==> config.mk <==
export PLATFORM = sky130hd
export DESIGN_NAME = mc_state_fsm
export DESIGN_NICKNAME = d
export VERILOG_FILES = /design/src/rtl/mc_state_fsm.sv
export SDC_FILE = /design/constraint.sdc
export NUM_CORES = 1
export LEC_CHECK = 0
export ABC_AREA = 1
export CORE_AREA = 2 2 100 73
export CTS_BUF_LIST = sky130_fd_sc_hd__clkbuf_2 sky130_fd_sc_hd__clkbuf_4 sky130_fd_sc_hd__clkbuf_8
export CTS_CLUSTER_DIAMETER = 80
export DETAILED_ROUTE_END_ITERATION = 10
export DIE_AREA = 0 0 102 75
export DONT_BUFFER_PORTS = 1
export PLACE_DENSITY = 0.6
export REMOVE_ABC_BUFFERS = 1
export SYNTH_ARGS = -nofsm -noshare
export SYNTH_HDL_FRONTEND = slang
export SYNTH_SLANG_ARGS = --single-unit
==> constraint.sdc <==
create_clock -name clk -period 4.34 [get_ports clk]
set_clock_uncertainty 0.1 [all_clocks]
set_input_delay 0.217 -clock clk [delete_from_list [all_inputs] [get_ports clk]]
set_output_delay 0.217 -clock clk [all_outputs]
set_load 0.05 [all_outputs]
==> src/rtl/mc_state_fsm.sv <==
// State register and next-state logic for the multicycle MIPS controller.
// Also tracks a sticky illegal-opcode flag and a retired-instruction counter.
module mc_state_fsm #(
  parameter int CNT_W = 32
) (
  input  logic             clk,
  input  logic             reset_n,
  input  logic             en,
  input  logic [5:0]       op,
  output logic [3:0]       state,
  output logic             instr_done,
  output logic             illegal_op,
  output logic [CNT_W-1:0] instr_count
);

  // Encoding is shared with maindec and must not change.
  localparam logic [3:0] S_FETCH    = 4'h0;
  localparam logic [3:0] S_DECODE   = 4'h1;
  localparam logic [3:0] S_MEMADR   = 4'h2;
  localparam logic [3:0] S_MEMRD    = 4'h3;
  localparam logic [3:0] S_MEMWB    = 4'h4;
  localparam logic [3:0] S_MEMWR    = 4'h5;
  localparam logic [3:0] S_EXECUTE  = 4'h6;
  localparam logic [3:0] S_ALUWB    = 4'h7;
  localparam logic [3:0] S_BEQ      = 4'h8;
  localparam logic [3:0] S_ADDIEXEC = 4'h9;
  localparam logic [3:0] S_ADDIWB   = 4'hA;
  localparam logic [3:0] S_JEX      = 4'hB;

  localparam logic [5:0] OP_RTYPE = 6'b000000;
  localparam logic [5:0] OP_J     = 6'b000010;
  localparam logic [5:0] OP_BEQ   = 6'b000100;
  localparam logic [5:0] OP_ADDI  = 6'b001000;
  localparam logic [5:0] OP_LW    = 6'b100011;
  localparam logic [5:0] OP_SW    = 6'b101011;

  logic [3:0]       state_q, state_d;
  logic             illegal_q;
  logic             illegal_set;
  logic             last_state;
  logic [CNT_W-1:0] count_q;

  // NOTE: every output of this block gets a default first so no path leaves it unassigned (no latch).
  always_comb begin
    state_d     = S_FETCH;
    illegal_set = 1'b0;
    case (state_q)
      S_FETCH:    state_d = S_DECODE;
      S_DECODE: begin
        case (op)
          OP_LW, OP_SW: state_d = S_MEMADR;
          OP_RTYPE:     state_d = S_EXECUTE;
          OP_BEQ:       state_d = S_BEQ;
          OP_ADDI:      state_d = S_ADDIEXEC;
          OP_J:         state_d = S_JEX;
          default:      illegal_set = 1'b1;
        endcase
      end
      S_MEMADR: begin
        if (op == OP_LW)      state_d = S_MEMRD;
        else if (op == OP_SW) state_d = S_MEMWR;
      end
      S_MEMRD:    state_d = S_MEMWB;
      S_EXECUTE:  state_d = S_ALUWB;
      S_ADDIEXEC: state_d = S_ADDIWB;
      // Final states and the unreachable C..F encodings all return to FETCH.
      default:    state_d = S_FETCH;
    endcase
  end

  always_comb begin
    case (state_q)
      S_MEMWB, S_MEMWR, S_ALUWB, S_BEQ, S_ADDIWB, S_JEX: last_state = 1'b1;
      default:                                           last_state = 1'b0;
    endcase
  end

  // state_q is FETCH while in reset, so instr_done is low there without extra gating.
  assign instr_done = en & last_state;

  // NOTE: sequential state uses non-blocking assignments so all registers update from pre-edge values.
  always_ff @(posedge clk or negedge reset_n) begin
    if (!reset_n) begin
      state_q   <= S_FETCH;
      illegal_q <= 1'b0;
      count_q   <= '0;
    end else if (en) begin
      state_q <= state_d;
      if (illegal_set) illegal_q <= 1'b1;
      if (last_state)  count_q   <= count_q + CNT_W'(1);
    end
  end

  assign state       = state_q;
  assign illegal_op  = illegal_q;
  assign instr_count = count_q;

endmodule
# Word level (Yosys, flattened, before mapping)
# Index checks and enable logic that the tools add are counted.
# Widths: inputs -> output; s select.
# word_totals
reg_bits	37
output_inout_bits	38
# classes
add_sub_neg	1
eq_ne	16
mux	7
bitwise	1
n_reduce_logical	7
# op_table
operator	n
$add 32x1->32 const B	1
$pmux 4 s6	1
$pmux 4 s5	1
$eq 4x3->1 const B	4
$eq 4x4->1 const B	4
$eq 6x6->1 const B	2
$reduce_or 6->1	2
$eq 4x2->1 const B	2
$eq 6x2->1 const B	1
$eq 6x3->1 const B	1
$eq 6x4->1 const B	1
$logic_not 6->1	1
$mux 3	2
$eq 4x1->1 const B	1
$logic_not 4->1	1
$reduce_and 2->1	2
$mux 1	3
$reduce_or 2->1	1
$and 1x1->1	1

# Depth between registers and ports, before layout
# depth
ltp_word	5
depth_mapped	10
mapped_depth_nobuf	10

# Worst setup path before layout
# OpenSTA, ideal clock, no wires.
# synth_path
kind	register to register
startpoint	register count_q[0] (netlist: instr_count[0])
endpoint	register count_q[30] (netlist: instr_count[30])
arrival_time_ps	1713
setup_slack_ps	2409
stages_incl_launch_ff	11
path_buffers	0
period_less_slack_ps	1931
cell_sequence	dfrtp_1 ha_1 inv_1 nor2_8 nand2_4 nor2_4 nand2_1 nand2_1 nand2_1 nand2_1 nand2_1
# synth_between
elab_chain_len	1
# synth_lines
element	line_no	text
from (decl)	41	logic [CNT_W-1:0] count_q;
from (signal assigned)	90	if (last_state) count_q <= count_q + CNT_W'(1);
$add 32x1->32	90	
# No other way between the ends.
# A chain may end at the register's enable or synchronous reset.

# Final worst setup path
# layout_path
startpoint	register state_q[0] (netlist: state[0])
endpoint	output instr_done
# layout_between
elab_chain_len	4
elab_cells_between_ends	9
# layout_lines
element	line_no	text
from (decl)	37	logic [3:0] state_q, state_d;
from (signal assigned)	88	state_q <= state_d;
$eq 4x3->1 or $eq 4x4->1 (tied branches)	72	case (state_q)
$reduce_or 6->1 (*)	72	
$mux 1 (*)	72	
$and 1x1->1 (*)	79	assign instr_done = en & last_state;
to (decl)	11	output logic instr_done,
# Mark *: on every way between the ends. The rest lies on a longest branch, timed or not.

==> impl_metrics.json <==
{
  "synth_area_leader_cell": "dfrtp_1",
  "crit_chain": "nor2_1 -> o22ai_1 -> nand2_2 -> inv_2",
  "fmax_ghz": 0.353,
  "io_pins": 47,
  "routabilityCongestion": 0.890,
  "ctsResizeCount": 0,
  "die_h_um": 75,
  "syn_inst": 417,
  "layout_common_cells": "nand2_1, nor2_1, dfrtp_1",
  "worstPathRequired_ns": 4.02,
  "netlist-cell-type-count": 22,
  "gr-total-overflow": 0,
  "cts.sinks": 37,
  "use_met1": 0.258,
  "drtPass1Iterations": 5,
  "powerDensity_mw_per_mm2": 301,
  "syn_avg_cell_area_sq_um": 6.30,
  "worst_path_max_delay_cell": "inv_2",
  "port_buffers": 0,
  "grt_pass1_vias": 2309,
  "synth_area_leaders": "dfrtp_1, nand2_1, nor2_1",
  "ys_seq_area_frac": 0.352,
  "relSlewSlack": 0.501,
  "crit_type": "flip-flop to output pin",
  "grtUsageTotal": 0.181,
  "outcome": "complete, no violations",
  "start_util": 0.396,
  "path_max_fanout": 35,
  "fillers": 707,
  "wl_per_cell_um": 12.4,
  "post-route-period-util": 0.653,
  "seqCellArea_sq_um": 926,
  "multiInputGateArea_sq_mm": 0.00152,
  "antenna_found_initial": 0,
  "area_delta_synth_final_pct": 8.19,
  "yosys.area.top_type_share": 0.352,
  "ys_warn_count": 0,
  "viasPerCell": 4.62,
  "drt_iter0_drc": 149,
  "rsz0062_at_grt": "no",
  "path_clk_slew_ns": 0.07,
  "cap_violations": 0,
  "postRouteAntennaNets": 0,
  "worst_slew_pin_slew_ns": 0.748,
  "post_cts_buffers": 0,
  "cts_root_buf": "clkbuf_8",
  "crit_arrival_ns": 2.52,
  "period_minus_slack_ns": 2.83,
  "cellLeakagePower_nw": 1.44,
  "max_stage_delay_ns": 0.74,
  "rows": 25,
  "cts_tree": "built",
  "hold_viol": 0,
  "clk_latency_ns": 0.28,
  "gr-usage-met3": 0.0483,
  "grt_pass1_wl_um": 10900,
  "irDropWorstVdd_mv": 0.158,
  "cp-end-kind": "output pin",
  "die_area_sq_mm": 0.00765,
  "wirelength_um": 6410,
  "setup_viol": 0,
  "grtUsageMet2": 0.276,
  "drc": 0,
  "grt_max_degree": 38,
  "cts-hold-fix-buffers": 3,
  "grt.busiest_layer": "met2",
  "cts_max_level": 2,
  "final_common_cell": "nand2_1",
  "fin_setup_tns_ns": 0,
  "cts_buffer_depth": 2,
  "synth_area_sq_mm": 0.00263,
  "hpwl_um": 4910,
  "final_critical_path_setup_slack_ns": 1.51,
  "nets": 431,
  "diodes": 0,
  "drive_gt1_frac": 0.0831,
  "synth-seq-cells": 37,
  "dr_total_vias": 2380,
  "die_w_um": 102,
  "min_path_type": "input pin to flip-flop",
  "start_kind": "flip-flop",
  "drv_slew": 0,
  "cts_buffers": 5,
  "fp.coreArea_sq_mm": 0.00663,
  "post-place-ws_ns": 1.72
}
==> routing by layer <==
layer,vias up,share of wire
li1,1268,-
met1,1061,0.54
met2,45,0.40
met3,6,0.048
met4,0,0.0095
met5,-,0
==> worst paths after layout <==
kind	start	cells after the start	slack [ns]	to
hold / removal	op[5]	6	0.19	state[2]
setup reg to reg	state[0]	6	1.70	instr_count[8]
setup / recovery	state[0]	4	1.51	instr_done
hold reg to reg	illegal_op	2	0.67	illegal_op
min in group asynchronous	reset_n	2	0.29	instr_count[3]
max in group asynchronous	reset_n	2	3.67	instr_count[22]
==> through the flow <==
step                       util  cell area (sq um)  instances  hold slack, ns  total power [W]
final                     0.429               2840        515           0.191         0.000855
after global routing      0.429               2840        515           0.245         0.000904
after floorplan               -               2600        411          -0.179         0.000569
after global placement    0.409               2710        505          -0.177         0.000595
after detailed placement  0.409               2710        505          -0.178         0.000597
after CTS                 0.429               2840        515           0.184         0.000865
==> flip-flops by register name (all words and copies together), names as in the netlist <==
name / flops
instr_count: 32
state: 4
illegal_op: 1
==> power by group <==
group | internal (W) | total [W] | switching [W]
logic | 0.0000415 | 0.000125 | 0.0000840
clock network | 0.000132 | 0.000253 | 0.000120
registers | 0.000363 | 0.000476 | 0.000113
==> cells by family after synthesis <==
kind of cell,after synthesis,share of synthesized area
flops,37,0.352
buf+inv,45,0.0681
fa+ha+maj,1,0.00476
simple gates,312,0.513
xor+xnor,14,0.0466
compound gates,8,0.0157
==> worst max-delay path, delay by kind of cell (launching register included) <==
family          cells  cell delay [ns]
buf+inv             1             0.74
flops               1             0.70
simple gates        2             0.58
compound gates      1             0.21
==> cell usage after synthesis <==
cell type  number
nand2_2         5
buf_4           1
nor2_8          1
nand3_1        27
buf_2           5
o22ai_1         1
inv_1          33
xor2_1         11
xnor2_1         3
dfrtp_1        37
a21oi_1         1
nor2_4          9
nor2_2          2
nand4_1         3
nor2_1         58
ha_1            1
nand2_1       202
inv_2           6
o21ai_0         4
nand3b_1        1
nand2_4         4
o21ai_1         2
==> final cells by class <==
cell class / count / share of cell area
clock buffers: 7 / 0.0317
inverters: 39 / 0.0515
multi-input cells: 335 / 0.536
flip-flops and latches: 37 / 0.326
well taps: 94 / 0.0414
repair buffers: 3 / 0.0141
No activity file was read; power rests on OpenSTA's default activity.
